File: src/rtl/fmmu_byte_engine_if.sv
// Bundle of header, payload-stream and process-RAM bus signals for fmmu_byte_engine.
// The engine connects through the slave modport; the surrounding frame/bus logic uses master.
interface fmmu_byte_engine_if #(
  parameter int unsigned ADDR_W = 16,
  parameter int unsigned LOG_W  = 32
) ();

  // datagram header
  logic              sof_valid;
  logic              sof_ready;
  logic [LOG_W-1:0]  sub_address;
  logic [7:0]        sub_len;
  logic [1:0]        sub_cmd;

  // FMMU window configuration, sampled with the header
  logic [LOG_W-1:0]  fmmu_logic_address_start;
  logic [7:0]        fmmu_logic_length;
  logic [ADDR_W-1:0] fmmu_physical_address_start;

  // payload byte stream in
  logic              in_valid;
  logic              in_ready;
  logic [7:0]        in_data;

  // payload byte stream out
  logic              out_valid;
  logic              out_ready;
  logic [7:0]        out_data;

  // process-RAM bus port
  logic              mem_req;
  logic              mem_we;
  logic [ADDR_W-1:0] mem_addr;
  logic [7:0]        mem_wdata;
  logic [7:0]        mem_rdata;
  logic              mem_ack;

  // datagram completion
  logic              done;
  logic [1:0]        wkc_add;

  modport slave (
    input  sof_valid, sub_address, sub_len, sub_cmd,
    input  fmmu_logic_address_start, fmmu_logic_length, fmmu_physical_address_start,
    input  in_valid, in_data, out_ready, mem_rdata, mem_ack,
    output sof_ready, in_ready, out_valid, out_data,
    output mem_req, mem_we, mem_addr, mem_wdata, done, wkc_add
  );

  modport master (
    output sof_valid, sub_address, sub_len, sub_cmd,
    output fmmu_logic_address_start, fmmu_logic_length, fmmu_physical_address_start,
    output in_valid, in_data, out_ready, mem_rdata, mem_ack,
    input  sof_ready, in_ready, out_valid, out_data,
    input  mem_req, mem_we, mem_addr, mem_wdata, done, wkc_add
  );

endinterface

File: src/rtl/fmmu_byte_engine.sv
// FMMU byte engine: maps each payload byte's logical address through one FMMU window
// and performs the matching process-RAM access (LRD overlays read data, LWR writes).
// Optional macro FMMU_LRW_EN: LRW hit bytes do a read followed by a write at the same
// physical address; without it LRW bytes pass through untouched.
module fmmu_byte_engine #(
  parameter int unsigned ADDR_W = 16,
  parameter int unsigned LOG_W  = 32
) (
  input logic               clk,
  input logic               RST,
  fmmu_byte_engine_if.slave bus
);

  localparam int unsigned LAD_W = LOG_W + 1;

  localparam logic [2:0] S_IDLE = 3'd0;
  localparam logic [2:0] S_BYTE = 3'd1;
  localparam logic [2:0] S_MEM  = 3'd2;
  localparam logic [2:0] S_OUT  = 3'd3;
  localparam logic [2:0] S_DONE = 3'd4;

  localparam logic [1:0] CMD_LRD = 2'b01;
  localparam logic [1:0] CMD_LWR = 2'b10;
`ifdef FMMU_LRW_EN
  localparam logic [1:0] CMD_LRW = 2'b11;

  localparam logic [1:0] PH_RD  = 2'd0;
  localparam logic [1:0] PH_GAP = 2'd1;
  localparam logic [1:0] PH_WR  = 2'd2;
`endif

  // control state
  logic [2:0]        state_q, state_d;
  logic [7:0]        idx_q, idx_d;
  logic              hit_q, hit_d;

  // header and window snapshot
  logic [LOG_W-1:0]  sub_addr_q, sub_addr_d;
  logic [7:0]        sub_len_q, sub_len_d;
  logic [1:0]        cmd_q, cmd_d;
  logic [LOG_W-1:0]  win_start_q, win_start_d;
  logic [7:0]        win_len_q, win_len_d;
  logic [ADDR_W-1:0] phys_start_q, phys_start_d;

`ifdef FMMU_LRW_EN
  logic [1:0]        ph_q, ph_d;
`endif

  // registered outputs
  logic              sof_ready_q, sof_ready_d;
  logic              in_ready_q, in_ready_d;
  logic              out_valid_q, out_valid_d;
  logic [7:0]        out_data_q, out_data_d;
  logic              mem_req_q, mem_req_d;
  logic              mem_we_q, mem_we_d;
  logic [ADDR_W-1:0] mem_addr_q, mem_addr_d;
  logic [7:0]        mem_wdata_q, mem_wdata_d;
  logic              done_q, done_d;
  logic [1:0]        wkc_add_q, wkc_add_d;

  // per-byte mapping
  logic [LAD_W-1:0]  lad_c;
  logic [LAD_W-1:0]  win_lo_c;
  logic [LAD_W-1:0]  win_hi_c;
  logic              map_hit_c;
  logic [ADDR_W-1:0] phys_c;
  logic              bus_op_c;
  logic              mem_fire_c;
  logic [1:0]        wkc_c;

  // Logical address of the current byte and window test, all one bit wider so a
  // carry out of the logical space can never alias into the window.
  assign lad_c     = {1'b0, sub_addr_q} + LAD_W'(idx_q);
  assign win_lo_c  = {1'b0, win_start_q};
  assign win_hi_c  = win_lo_c + LAD_W'(win_len_q);
  assign map_hit_c = (win_len_q != 8'd0) && !lad_c[LOG_W] &&
                     (lad_c >= win_lo_c) && (lad_c < win_hi_c);
  assign phys_c    = phys_start_q + (lad_c[ADDR_W-1:0] - win_start_q[ADDR_W-1:0]);

  // Commands that touch the bus on a window hit.
`ifdef FMMU_LRW_EN
  assign bus_op_c  = (cmd_q == CMD_LRD) || (cmd_q == CMD_LWR) || (cmd_q == CMD_LRW);
`else
  assign bus_op_c  = (cmd_q == CMD_LRD) || (cmd_q == CMD_LWR);
`endif

  // An ack only counts while a request is actually on the bus.
  assign mem_fire_c = mem_req_q && bus.mem_ack;

  // Working-counter increment for the datagram, given the hit flag.
  always_comb begin
    wkc_c = 2'd0;
    if (hit_q) begin
      case (cmd_q)
        CMD_LRD: wkc_c = 2'd1;
        CMD_LWR: wkc_c = 2'd2;
`ifdef FMMU_LRW_EN
        CMD_LRW: wkc_c = 2'd3;
`endif
        default: wkc_c = 2'd0;
      endcase
    end
  end

  // Next-state logic; outputs are decoded from the next state so they line up with state_q.
  always_comb begin
    state_d      = state_q;
    idx_d        = idx_q;
    hit_d        = hit_q;
    sub_addr_d   = sub_addr_q;
    sub_len_d    = sub_len_q;
    cmd_d        = cmd_q;
    win_start_d  = win_start_q;
    win_len_d    = win_len_q;
    phys_start_d = phys_start_q;
`ifdef FMMU_LRW_EN
    ph_d         = ph_q;
`endif
    out_data_d   = out_data_q;
    mem_we_d     = mem_we_q;
    mem_addr_d   = mem_addr_q;
    mem_wdata_d  = mem_wdata_q;

    case (state_q)
      S_IDLE: begin
        if (bus.sof_valid && sof_ready_q) begin
          sub_addr_d   = bus.sub_address;
          sub_len_d    = bus.sub_len;
          cmd_d        = bus.sub_cmd;
          win_start_d  = bus.fmmu_logic_address_start;
          win_len_d    = bus.fmmu_logic_length;
          phys_start_d = bus.fmmu_physical_address_start;
          state_d      = (bus.sub_len == 8'd0) ? S_DONE : S_BYTE;
        end
      end

      S_BYTE: begin
        if (bus.in_valid && in_ready_q) begin
          out_data_d = bus.in_data;
          if (map_hit_c && bus_op_c) begin
            mem_addr_d  = phys_c;
            mem_wdata_d = bus.in_data;
            mem_we_d    = (cmd_q == CMD_LWR);
`ifdef FMMU_LRW_EN
            ph_d        = PH_RD;
`endif
            state_d     = S_MEM;
          end else begin
            state_d = S_OUT;
          end
        end
      end

      S_MEM: begin
`ifdef FMMU_LRW_EN
        if (cmd_q == CMD_LRW) begin
          // read, one idle bus cycle, then write of the incoming byte
          case (ph_q)
            PH_RD: begin
              if (mem_fire_c) begin
                out_data_d = bus.mem_rdata;
                mem_we_d   = 1'b1;
                ph_d       = PH_GAP;
              end
            end
            PH_GAP: ph_d = PH_WR;
            default: begin
              if (mem_fire_c) begin
                hit_d   = 1'b1;
                state_d = S_OUT;
              end
            end
          endcase
        end else
`endif
        if (mem_fire_c) begin
          if (cmd_q == CMD_LRD) begin
            out_data_d = bus.mem_rdata;
          end
          hit_d   = 1'b1;
          state_d = S_OUT;
        end
      end

      S_OUT: begin
        if (bus.out_ready && out_valid_q) begin
          if (idx_q == (sub_len_q - 8'd1)) begin
            state_d = S_DONE;
          end else begin
            idx_d   = idx_q + 8'd1;
            state_d = S_BYTE;
          end
        end
      end

      S_DONE: begin
        hit_d   = 1'b0;
        idx_d   = 8'd0;
        state_d = S_IDLE;
      end

      default: state_d = S_IDLE;
    endcase

    sof_ready_d = (state_d == S_IDLE);
    in_ready_d  = (state_d == S_BYTE);
    out_valid_d = (state_d == S_OUT);
    done_d      = (state_d == S_DONE);
    wkc_add_d   = done_d ? wkc_c : 2'd0;
    mem_req_d   = (state_d == S_MEM);
`ifdef FMMU_LRW_EN
    if (ph_d == PH_GAP) begin
      mem_req_d = 1'b0;
    end
`endif
  end

  // State, snapshot and output registers with synchronous reset.
  always_ff @(posedge clk) begin
    if (RST) begin
      state_q      <= S_IDLE;
      idx_q        <= 8'd0;
      hit_q        <= 1'b0;
      sub_addr_q   <= '0;
      sub_len_q    <= 8'd0;
      cmd_q        <= 2'd0;
      win_start_q  <= '0;
      win_len_q    <= 8'd0;
      phys_start_q <= '0;
`ifdef FMMU_LRW_EN
      ph_q         <= 2'd0;
`endif
      sof_ready_q  <= 1'b0;
      in_ready_q   <= 1'b0;
      out_valid_q  <= 1'b0;
      out_data_q   <= 8'd0;
      mem_req_q    <= 1'b0;
      mem_we_q     <= 1'b0;
      mem_addr_q   <= '0;
      mem_wdata_q  <= 8'd0;
      done_q       <= 1'b0;
      wkc_add_q    <= 2'd0;
    end else begin
      state_q      <= state_d;
      idx_q        <= idx_d;
      hit_q        <= hit_d;
      sub_addr_q   <= sub_addr_d;
      sub_len_q    <= sub_len_d;
      cmd_q        <= cmd_d;
      win_start_q  <= win_start_d;
      win_len_q    <= win_len_d;
      phys_start_q <= phys_start_d;
`ifdef FMMU_LRW_EN
      ph_q         <= ph_d;
`endif
      sof_ready_q  <= sof_ready_d;
      in_ready_q   <= in_ready_d;
      out_valid_q  <= out_valid_d;
      out_data_q   <= out_data_d;
      mem_req_q    <= mem_req_d;
      mem_we_q     <= mem_we_d;
      mem_addr_q   <= mem_addr_d;
      mem_wdata_q  <= mem_wdata_d;
      done_q       <= done_d;
      wkc_add_q    <= wkc_add_d;
    end
  end

  assign bus.sof_ready = sof_ready_q;
  assign bus.in_ready  = in_ready_q;
  assign bus.out_valid = out_valid_q;
  assign bus.out_data  = out_data_q;
  assign bus.mem_req   = mem_req_q;
  assign bus.mem_we    = mem_we_q;
  assign bus.mem_addr  = mem_addr_q;
  assign bus.mem_wdata = mem_wdata_q;
  assign bus.done      = done_q;
  assign bus.wkc_add   = wkc_add_q;

endmodule

File: src/flat_wrapper.sv
// flat-port wrapper written by rule: the top's interface ports become plain ports
module fmmu_byte_engine_flat 
#(
  parameter int unsigned ADDR_W = 16,
  parameter int unsigned LOG_W  = 32
)
  (clk, RST, bus_sof_valid, bus_sub_address, bus_sub_len, bus_sub_cmd, bus_fmmu_logic_address_start, bus_fmmu_logic_length, bus_fmmu_physical_address_start, bus_in_valid, bus_in_data, bus_out_ready, bus_mem_rdata, bus_mem_ack, bus_sof_ready, bus_in_ready, bus_out_valid, bus_out_data, bus_mem_req, bus_mem_we, bus_mem_addr, bus_mem_wdata, bus_done, bus_wkc_add);
  fmmu_byte_engine_if #(.ADDR_W(ADDR_W), .LOG_W(LOG_W)) bus_i ();
  input logic clk;
  input logic RST;
  input wire logic [$bits(bus_i.sof_valid)-1:0] bus_sof_valid;
  input wire logic [$bits(bus_i.sub_address)-1:0] bus_sub_address;
  input wire logic [$bits(bus_i.sub_len)-1:0] bus_sub_len;
  input wire logic [$bits(bus_i.sub_cmd)-1:0] bus_sub_cmd;
  input wire logic [$bits(bus_i.fmmu_logic_address_start)-1:0] bus_fmmu_logic_address_start;
  input wire logic [$bits(bus_i.fmmu_logic_length)-1:0] bus_fmmu_logic_length;
  input wire logic [$bits(bus_i.fmmu_physical_address_start)-1:0] bus_fmmu_physical_address_start;
  input wire logic [$bits(bus_i.in_valid)-1:0] bus_in_valid;
  input wire logic [$bits(bus_i.in_data)-1:0] bus_in_data;
  input wire logic [$bits(bus_i.out_ready)-1:0] bus_out_ready;
  input wire logic [$bits(bus_i.mem_rdata)-1:0] bus_mem_rdata;
  input wire logic [$bits(bus_i.mem_ack)-1:0] bus_mem_ack;
  output wire logic [$bits(bus_i.sof_ready)-1:0] bus_sof_ready;
  output wire logic [$bits(bus_i.in_ready)-1:0] bus_in_ready;
  output wire logic [$bits(bus_i.out_valid)-1:0] bus_out_valid;
  output wire logic [$bits(bus_i.out_data)-1:0] bus_out_data;
  output wire logic [$bits(bus_i.mem_req)-1:0] bus_mem_req;
  output wire logic [$bits(bus_i.mem_we)-1:0] bus_mem_we;
  output wire logic [$bits(bus_i.mem_addr)-1:0] bus_mem_addr;
  output wire logic [$bits(bus_i.mem_wdata)-1:0] bus_mem_wdata;
  output wire logic [$bits(bus_i.done)-1:0] bus_done;
  output wire logic [$bits(bus_i.wkc_add)-1:0] bus_wkc_add;
  assign bus_i.sof_valid = bus_sof_valid;
  assign bus_i.sub_address = bus_sub_address;
  assign bus_i.sub_len = bus_sub_len;
  assign bus_i.sub_cmd = bus_sub_cmd;
  assign bus_i.fmmu_logic_address_start = bus_fmmu_logic_address_start;
  assign bus_i.fmmu_logic_length = bus_fmmu_logic_length;
  assign bus_i.fmmu_physical_address_start = bus_fmmu_physical_address_start;
  assign bus_i.in_valid = bus_in_valid;
  assign bus_i.in_data = bus_in_data;
  assign bus_i.out_ready = bus_out_ready;
  assign bus_i.mem_rdata = bus_mem_rdata;
  assign bus_i.mem_ack = bus_mem_ack;
  assign bus_sof_ready = bus_i.sof_ready;
  assign bus_in_ready = bus_i.in_ready;
  assign bus_out_valid = bus_i.out_valid;
  assign bus_out_data = bus_i.out_data;
  assign bus_mem_req = bus_i.mem_req;
  assign bus_mem_we = bus_i.mem_we;
  assign bus_mem_addr = bus_i.mem_addr;
  assign bus_mem_wdata = bus_i.mem_wdata;
  assign bus_done = bus_i.done;
  assign bus_wkc_add = bus_i.wkc_add;
  fmmu_byte_engine #(.ADDR_W(ADDR_W), .LOG_W(LOG_W)) u_core (.clk(clk), .RST(RST), .bus(bus_i));
endmodule
File: config.mk
export PLATFORM = sky130hd
export DESIGN_NAME = fmmu_byte_engine_flat
export DESIGN_NICKNAME = d
export VERILOG_FILES = /design/src/rtl/fmmu_byte_engine_if.sv /design/src/rtl/fmmu_byte_engine.sv /design/src/flat_wrapper.sv
export SDC_FILE = /design/constraint.sdc
export NUM_CORES = 1
export LEC_CHECK = 0
export CAP_MARGIN = 20
export CORE_UTILIZATION = 50
export CTS_BUF_LIST = sky130_fd_sc_hd__clkbuf_8
export DETAILED_ROUTE_END_ITERATION = 8
export GPL_ROUTABILITY_DRIVEN = 0
export PLACE_DENSITY = 0.76
export SYNTH_ARGS = -nofsm -noshare
export SYNTH_HDL_FRONTEND = slang
export SYNTH_SLANG_ARGS = --single-unit
File: constraint.sdc
create_clock -name clk -period 7.05 [get_ports clk]
set_clock_uncertainty 0.1 [all_clocks]
set_input_delay 1.7625 -clock clk [delete_from_list [all_inputs] [get_ports clk]]
set_output_delay 1.7625 -clock clk [all_outputs]
set_load 0.1 [all_outputs]
Word-level counts from Yosys, hierarchy flattened:

Index checks and enable logic that the tools add are counted.

* flip-flop bits (word level): 150
* bits of input ports: 120
* output and inout bits: 40
* word-level logic and storage cells: 86

* add/sub/neg operators: 6
* order comparisons: 2
* equal/unequal tests: 16
* multiplexer cells: 18
* bitwise logic cells: 2
* reductions and logical operators: 23

Operators by type and width (count)
* $add A32 B8 Y33: 2
* $mux W8: 5
* $ge A33 B32 Y1: 1
* $lt A33 B33 Y1: 1
* $pmux W8 S2: 2
* $mux W3: 6
* $add A16 B16 Y16: 1
* $sub A16 B16 Y16: 1
* $eq A3 B2 Y1 const B: 4
* $pmux W3 S4: 1
* $add A8 B1 Y8 const B: 1
* $eq A8 B8 Y1: 1
* $logic_and A1 B1 Y1: 8
* $logic_not A8 Y1: 1
* $ne A2 B1 Y1 const B: 4
* $reduce_bool A8 Y1: 1
* $sub A8 B1 Y8 const B: 1
* $eq A3 B1 Y1 const B: 2
* $eq A3 B3 Y1 const B: 2
* $logic_not A3 Y1: 2
* $reduce_and A3 Y1: 2
* $reduce_bool A2 Y1: 3
* $pmux W2 S2: 1
* $reduce_and A2 Y1: 2
* 10 further kinds: 12

Longest topological paths before layout:

Gate-level depths: netlist of the first run.

* depth after elaboration: 12
* depth in mapped cells: 20
* mapped depth without buffers: 19

Worst setup path before layout of the first run:

Ideal clock, no wire load.

* path kind: register to register
* from: register u_core.win_start_q[0]
* to: register u_core.mem_addr_q[4] (netlist: u_core.bus.mem_addr[4])
* library setup time: 0.116 ns
* arrival: 4.273 ns
* data required time: 6.834 ns
* slack: 2.560 ns
* cell stages (with the launch flop): 21
* path buffers: 1
* period minus slack after synthesis: 4.490 ns
* path through: dfxtp_1 -> ha_1 -> fa_1 -> a21o_1 -> a21oi_1 -> nor2b_1 -> o21a_1 -> o2111ai_1 -> nor3_1 -> nand2_1 -> xnor2_1 -> ha_1 -> a21o_1 -> a21oi_1 -> o221ai_1 -> nand4b_1 -> or2_1 -> or3_4 -> buf_6 -> o211a_1 -> a41o_1

* longest elaborated chain between the ends: 5
* elaborated cells between the ends (all ways): 9
* classes of those cells: 3 x add/sub; 2 x order compare; 4 x reduce/logical

RTL lines
* start, declared: line fmmu_byte_engine.sv:41 `logic [LOG_W-1:0] win_start_q, win_start_d;`
* start signal, assigned: line fmmu_byte_engine.sv:250 `win_start_q <= win_start_d;`
* $add A32 B8 Y33 / $ge A33 B32 Y1 (equally long branches): line fmmu_byte_engine.sv:75, fmmu_byte_engine.sv:77
* $lt A33 B33 Y1 / $logic_and A1 B1 Y1 (equally long branches): line fmmu_byte_engine.sv:77, fmmu_byte_engine.sv:76
* $logic_and A1 B1 Y1: line fmmu_byte_engine.sv:77 `(lad_c >= win_lo_c) && (lad_c < win_hi_c);`
* $logic_and A1 B1 Y1: line fmmu_byte_engine.sv:140 `if (map_hit_c && bus_op_c) begin`
* $reduce_and A3 Y1 (no source line)
* end signal, assigned: line fmmu_byte_engine.sv:262 `mem_addr_q <= mem_addr_d;`
* end, declared: line fmmu_byte_engine.sv:56 `logic [ADDR_W-1:0] mem_addr_q, mem_addr_d;`

Parallel ways exist; a longest one is shown, timed or not.
A chain may end at the register's enable or synchronous reset.

Worst setup path in the final report of the first run:

Ends and elaborated chain as after synthesis.

==> impl_results.md, run 1 <==
- Cell area power density: between 150 and 200 mW/mm²
- DP HPWL: about 20000 µm
- Setup_tns: 0 ps
- Routed vias/inst: between 5 and 6
- Final Hold Fails: 0
- Worst Tran Pin Value: about 990 ps
- # Post-CTS Setup Buffers: 0
- Critical path's slowest cell: nor3_1
- Area delta synth->final: 22.8%
- Top cells by area, synth: dfxtp_1 31%, ha_1 13%, nand2_1 9.7%, a21oi_1 9.1%, xnor2_1 5.6%
- TritonCTS Sinks: 150
- Setup crit start: u_core.win_start_q[0]$_SDFFE_PP0P_
- Layout cells sized above 1: under 10%
- Post-synth top flop: dfxtp_1
- Clk_lat worst skew: 470 ps
- CTS tree: yes
- Final setup fails: 0
- Rel. slew slack: between 30% and 40%
- Per-cell routed wire length: roughly 15 µm
- Antenna Violating Nets Remaining: 0
- Die height: about 140 µm
- CP endpoint kind: flip-flop
- Syn Area/Cell: roughly 7.8 µm²
- Clock network fraction of design power: between 30% and 40%
- Synth async-reset ratio: 0%
- Crit path cell chain: ha_1 -> fa_1 -> a21o_1 -> a21oi_1 -> nor2b_1 -> o21a_1 -> o2111ai_1 -> nor3_1 -> nand2_1 -> xnor2_1 -> ha_1 -> nand4_1 -> nor3_1 -> nand3_1 -> nor4bb_1 -> or3_4 -> nor2_4 -> a41o_1
- Combinational group share of total power: 29.0%
- Ports: between 150 and 200
- CP arrival: approximately 5700 ps
- Nets: 1616
- Number of flops mapped to enable cells by yosys: 0
- Hold slack: around 360 ps
- Vias: between 9000 and 10000
- Status: completed
- Vias in the first global route: 8600
- Critical path type: flip-flop to flip-flop
- Max stage delay on crit path: 820 ps
- Crit Path Max Fanout: 20
- PortBufs: between 150 and 200
- Post-route DRC: 0
- Mapped Cells: between 1000 and 1500
- Post-CTS sizing: 0
- Tmin final: 5410 ps
- Register area share after synthesis: 30.8%
- RSZ-0062 raised after global routing: no
- Synth Net Count: roughly 1500
- Ys Warns: 0
- Root Driver: clkbuf_8
- P_leak: ~0.0046 µW
- CTS buffer count: 17
- Switching Fraction: about 33%
- Antenna violations before repair: 0
- Number of synthesized register bits: 150
- Fmax: 185 MHz
- R2R Path Start: u_core.win_start_q[0]$_SDFFE_PP0P_
- Die X: between 100 and 150 µm
- Min-delay src: u_core.win_start_q[22]$_SDFFE_PP0P_
- CORE AREA: approximately 0.019 mm²
- P_sw: between 700 and 800 µW
- Mapped cell area: approximately 0.0098 mm²
- Yosys top cell by area: dfxtp_1
- Filler cells: between 1500 and 2000
- Synth unique cells: between 60 and 70
- Largest net degree at the start of global routing: between 100 and 150
- Critical Path Start Type: flip-flop
- Starting density of the core: around half
- First-pass GRT wire length: approximately 41000 µm
- Ant. Diodes: 0
- CTS Hold Bufs: 0
- H-tree depth: 4
- Row cnt: 50
- CP required: 7330 ps
- Die Area: 0.0201 mm²
- Max Slew Vio Count: 0
- Clock transition at path regs: around 80 ps
- GRT overflow: 0
- DRT iter0 DRCs: approximately 440
- Top-area cell type share of the netlist area: between 30% and 40%
- Internal power: around 1500 µW
- Hold WC Path Type: flip-flop to flip-flop
- Clock Path Buffers: 2
- GRT Total Usage: between 20% and 30%
- Sequential share of power: between 40% and 50%
- Worst vdd ir: roughly 0.00013 V
- Max cap viols: 0
- Period utilisation layout: between 70 and 80%
- Overall routed net length: 25600 µm
- DRT Pass-1 Iters: 5
[flip-flops by register name, summed over array words and instances, names as in the netlist, 3 cells and up]
name                  flops
u_core.win_start_q       32
u_core.bus.out_data       8
u_core.state_q            3
u_core.bus.mem_wdata      8
u_core.idx_q              8
u_core.phys_start_q      16
u_core.bus.mem_addr      16
u_core.sub_addr_q        32
u_core.win_len_q          8
u_core.sub_len_q          8
[cell usage after synthesis, types with 5 or more instances]
cell and count:
a211oi_1 12, nand2b_1 8, fa_1 17, clkbuf_1 44, xor2_1 26, o211ai_1 5
nand2_1 252, a21oi_1 177, dfxtp_1 150, ha_1 100, o21ai_1 8, o21ai_0 43
nor4_1 12, nand4_1 19, and2_1 6, nor2b_1 9, inv_1 57, mux2i_1 11
a21o_1 9, o21a_1 6, or2_2 6, nand3_1 51, xnor2_1 62, and3_1 9
nor2_1 69, nor3_1 21, or3_1 5
[per-stage QoR]
stage | instances | area (µm²) | setup slack [ps] | utilization [%] | total power (µW)
detailed placement | 1618 | 11500 | 1810 | 61.0 | 1580
floorplan | 1244 | 9750 | 2560 | - | 1380
global placement | 1618 | 11500 | 1920 | 61.0 | 1570
finish | 1652 | 12000 | 1640 | 63.4 | 2290
CTS | 1650 | 11900 | 1690 | 63.2 | 2290
global route | 1652 | 12000 | 1180 | 63.4 | 2410
[power by group through the flow]
stage / Clock [µW] / Sequential (µW) / Combinational (µW)
2_1_floorplan: 0 / 936 / 445
3_3_place_gp: 0 / 937 / 635
3_5_place_dp: 0 / 938 / 646
4_1_cts: 719 / 918 / 652
5_1_grt: 751 / 924 / 737
6_report: 708 / 919 / 665
[cells by family (layout without fill, tap and decap cells)]
kind of cell               count (synthesis)  in the layout  synth area share [%]
and+or+nand+nor                          484            484                  22.5
AOI/OAI and AO/OA                        288            288                  17.1
DFF                                      150            150                  30.8
adders and majority gates                117            117                  16.3
buffers and inverters                    106            254                  4.18
xor gates and xnor gates                  88             88                  7.90
muxes                                     11             11                  1.13
[routing by layer]
layer | vias to the layer above | global-route usage (%) | part of all wire, %
met4 | 0 | 9.00 | 2.1
met1 | 4230 | 33.5 | 45
met5 | - | 0 | 0
met3 | 38 | 4.72 | 5.8
met2 | 273 | 43.9 | 48
li1 | 4570 | - | -
[area by class of cell]
class | instances | area [µm²] | area share [%]
multi-input combinational | 988 | 6360 | 53.1
sequential | 150 | 3000 | 25.1
timing repair buffer | 165 | 1650 | 13.8
tap | 260 | 325 | 2.72
clock buffer | 19 | 262 | 2.18
inverter | 57 | 214 | 1.79
clock inverter | 13 | 155 | 1.30
[worst max-delay path, delay by kind of cell (launching register included)]
family	cells	cell delay, ps
adders and majority gates	3	730
xor gates and xnor gates	1	180
DFF	1	400
AOI/OAI and AO/OA	5	940
and+or+nand+nor	9	2970
[path summary, 6_finish.rpt]
kind / endpoint / slack [ps] / cells after the start
worst max-delay path: u_core.bus.mem_addr[4]$_SDFFE_PP0P_ / 1640 / 18
worst min-delay path: u_core.win_start_q[22]$_SDFFE_PP0P_ / 360 / 2
worst max register to register: u_core.bus.mem_addr[4]$_SDFFE_PP0P_ / 1640 / 18
worst min register to register: u_core.win_start_q[22]$_SDFFE_PP0P_ / 360 / 2
[cell usage in the layout (no fill, tap or decap), types with 11 or more instances in the layout]
| cell type | Yosys | routed |
|---|---|---|
| nor2_1 | 69 | 68 |
| nor3_1 | 21 | 21 |
| xnor2_1 | 62 | 62 |
| nand3_1 | 51 | 51 |
| clkbuf_8 | 0 | 19 |
| ha_1 | 100 | 100 |
| xor2_1 | 26 | 26 |
| clkdlybuf4s50_1 | 0 | 158 |
| nand2_1 | 252 | 252 |
| a211oi_1 | 12 | 12 |
| dfxtp_1 | 150 | 150 |
| nand4_1 | 19 | 19 |
| mux2i_1 | 11 | 11 |
| nor4_1 | 12 | 12 |
| o21ai_0 | 43 | 43 |
| fa_1 | 17 | 17 |
| a21oi_1 | 177 | 177 |
| inv_1 | 57 | 59 |
No activity file was read; power rests on OpenSTA's default activity.
==> inputs of run 2 (changes only) <==
--- a/config.mk
+++ b/config.mk
@@ -10,7 +10,7 @@
 export CTS_BUF_LIST = sky130_fd_sc_hd__clkbuf_8
 export DETAILED_ROUTE_END_ITERATION = 8
 export GPL_ROUTABILITY_DRIVEN = 0
-export PLACE_DENSITY = 0.76
+export PLACE_DENSITY = 0.79
 export SYNTH_ARGS = -nofsm -noshare
 export SYNTH_HDL_FRONTEND = slang
 export SYNTH_SLANG_ARGS = --single-unit
==> constraint.sdc (replaced) <==
create_clock -name clk -period 4.8 [get_ports clk]
set_clock_uncertainty 0.1 [all_clocks]
set_input_delay 1.2 -clock clk [delete_from_list [all_inputs] [get_ports clk]]
set_output_delay 1.2 -clock clk [all_outputs]
set_load 0.1 [all_outputs]
==> run 2 against run 1 <==
Design area increased by 1.6%. Utilization increased by 1.0 points. Register-to-register slack got worse by 1400 ps. Critical endpoint unchanged.
==> impl_results.md, run 2 (same netlist as run 1, synthesis figures left out) <==
- Status: completed
- Ports: 160
- Die X: ~140 µm
- DP HPWL: between 20000 and 25000 µm
- Crit Path Max Fanout: 20
- Worst R2R End: u_core.bus.mem_addr[4]$_SDFFE_PP0P_
- Overall routed net length: between 20000 and 30000 µm
- Sequential share of power: approximately two fifths
- R2R Path Start: u_core.win_start_q[0]$_SDFFE_PP0P_
- Vias: about 9300
- GRT overflow: 0
- Clock Path Buffers: 2
- P_sw: around 1100 µW
- CTS tree: yes
- Top Registers: u_core.sub_addr_q: 32 flops, u_core.win_start_q: 32 flops
- R2R depth: 19
- Internal power: roughly 2300 µW
- Clk_lat worst skew: approximately 470 ps
- CTS buffer count: 17
- Area delta synth->final: 24.8%
- Worst vdd ir: approximately 0.00018 V
- Row cnt: 50
- CORE AREA: roughly 0.019 mm²
- Largest net degree at the start of global routing: 74
- Routed vias/inst: between 5 and 6
- Layout cells sized above 1: roughly 6.2%
- Cell area power density: between 200 and 300 mW/mm²
- PortBufs: 159
- Critical path's slowest cell: or3_4
- Per-cell routed wire length: 15.7 µm
- Clock network fraction of design power: slightly below 30%
- Combinational group share of total power: between 30% and 40%
- Critical path buffers and inverters: 1
- CP endpoint kind: flip-flop
- Most frequent cells in the layout: 252 x nand2_1, 176 x a21oi_1, 158 x clkdlybuf4s50_1, 150 x dfxtp_1, 100 x ha_1
- Final Hold Fails: 0
- Post-route DRC: 0
- Tmin final: around 4600 ps
- Starting density of the core: about half
- Critical Path Start Type: flip-flop
- GRT Total Usage: 26.7%
- Antenna Violating Nets Remaining: 0
- Period utilisation layout: a little over nine tenths
- Rel. slew slack: between 30% and 40%
- Crit path cell chain: ha_1 -> fa_1 -> a21o_1 -> a21oi_1 -> nor2b_1 -> o21a_1 -> o2111ai_2 -> buf_4 -> nor3_1 -> xnor2_1 -> ha_1 -> a21oi_1 -> o21ai_1 -> a211o_1 -> a31o_2 -> nor4bb_2 -> or3_4 -> o211a_1 -> a41o_1
- Root Driver: clkbuf_8
- Die height: between 100 and 150 µm
- First-pass GRT wire length: around 42000 µm
- Flop2flop setup slack: 230 ps
- Worst Tran Pin Value: between 1000 and 1500 ps
- Die Area: ~0.02 mm²
- Setup_tns: 0 ps
- Max cap viols: 0
- DRT iter0 DRCs: 578
- Critical path depth: 19
- Clock transition at path regs: ~90 ps
- Switching Fraction: 33.0%
- Max Slew Vio Count: 0
- Critical path type: flip-flop to flip-flop
- Ant. Diodes: 0
- CP arrival: roughly 4900 ps
- H-tree depth: 4
- Critical path destination: u_core.bus.mem_addr[4]$_SDFFE_PP0P_
- Final setup fails: 0
- Cell family with most CP delay: compound AO/OA/AOI/OAI gates
- Fmax: around 220 MHz
- Nets: 1638
- Antenna violations before repair: 0
- P_leak: about 0.0047 µW
- Vias in the first global route: around 9000
- CP required: ~5100 ps
- Hold WC Path Type: flip-flop to flip-flop
- DRT Pass-1 Iters: 5
- Setup crit start: u_core.win_start_q[0]$_SDFFE_PP0P_
- Util after Layout: 64.4%
- Max stage delay on crit path: roughly 450 ps
- TritonCTS Sinks: 150
- RSZ-0062 raised after global routing: no
- Most common cell after layout, fill and taps aside: nand2_1
-- run 2: cell types whose count changed in the layout (fill, tap and decap cells not counted), sizes merged --
cell    before  now
buf          7   29
clkbuf      19   18
clkinv       5    6
inv         61   59
-- run 2: layout make-up --
class	count	area (µm²)
repair buffers	187	1820
multi-input cells	988	6420
fillers	1658	6720
clock buffers	18	248
clock inverters	12	139
well taps	260	325
inverters	57	214
flip-flops and latches	150	3000
-- run 2: worst min-delay path by stage --
| stage | slack (ps) | end | start | cells after the start |
|---|---|---|---|---|
| final | 360 | u_core.phys_start_q[0]$_SDFFE_PP0P_ | u_core.phys_start_q[0]$_SDFFE_PP0P_ | 2 |
| after global routing | 380 | u_core.win_start_q[27]$_SDFFE_PP0P_ | u_core.win_start_q[27]$_SDFFE_PP0P_ | 2 |
| after CTS | 360 | u_core.phys_start_q[0]$_SDFFE_PP0P_ | u_core.phys_start_q[0]$_SDFFE_PP0P_ | 2 |
| after detailed placement | 350 | u_core.phys_start_q[0]$_SDFFE_PP0P_ | u_core.phys_start_q[0]$_SDFFE_PP0P_ | 2 |
| after global placement | 340 | u_core.win_start_q[22]$_SDFFE_PP0P_ | u_core.win_start_q[22]$_SDFFE_PP0P_ | 2 |
| after floorplan | 340 | u_core.phys_start_q[0]$_SDFFE_PP0P_ | u_core.phys_start_q[0]$_SDFFE_PP0P_ | 2 |
-- run 2: worst register-to-register path, stage by stage (launching register included) --
cell	delay [ps]
dfxtp_1	360
ha_1	220
fa_1	420
a21o_1	180
a21oi_1	200
nor2b_1	70
o21a_1	200
o2111ai_2	230
buf_4	180
nor3_1	60
xnor2_1	130
ha_1	290
a21oi_1	160
o21ai_1	110
a211o_1	270
a31o_2	220
nor4bb_2	190
or3_4	450
o211a_1	250
a41o_1	190
-- run 2: routing by layer --
| layer | GRT usage, % | up-vias | share of wire (%) |
|---|---|---|---|
| met2 | 45.3 | 314 | 47 |
| met1 | 33.2 | 4341 | 44 |
| li1 | - | 4615 | - |
| met5 | 0 | - | 0 |
| met3 | 5.13 | 51 | 6.3 |
| met4 | 10.6 | 0 | 2.6 |
-- run 2: per-stage QoR --
step,cell area (µm²),hold slack [ps],cells,power [µW],worst slack [ps]
global route,12200,379,1672,3550,5.80
detailed placement,11700,350,1641,2370,110
global placement,11700,345,1641,2350,302
CTS,12100,361,1671,3360,59.9
finish,12200,359,1672,3380,229
floorplan,9750,336,1244,2030,310
-- run 2: what timing repair did --
action                     CTS  global route
buffers inserted             0             1
setup endpoints to repair    0            30
hold buffers                 0             0
resized for setup            0            10
-- run 2: power groups by stage --
stage                     clock network, µW  logic, µW  registers, µW
after global placement                    0        976           1380
after floorplan                           0        653           1380
after detailed placement                  0        995           1380
final                                   994       1030           1350
after global routing                   1060       1140           1360
after CTS                              1010       1010           1350
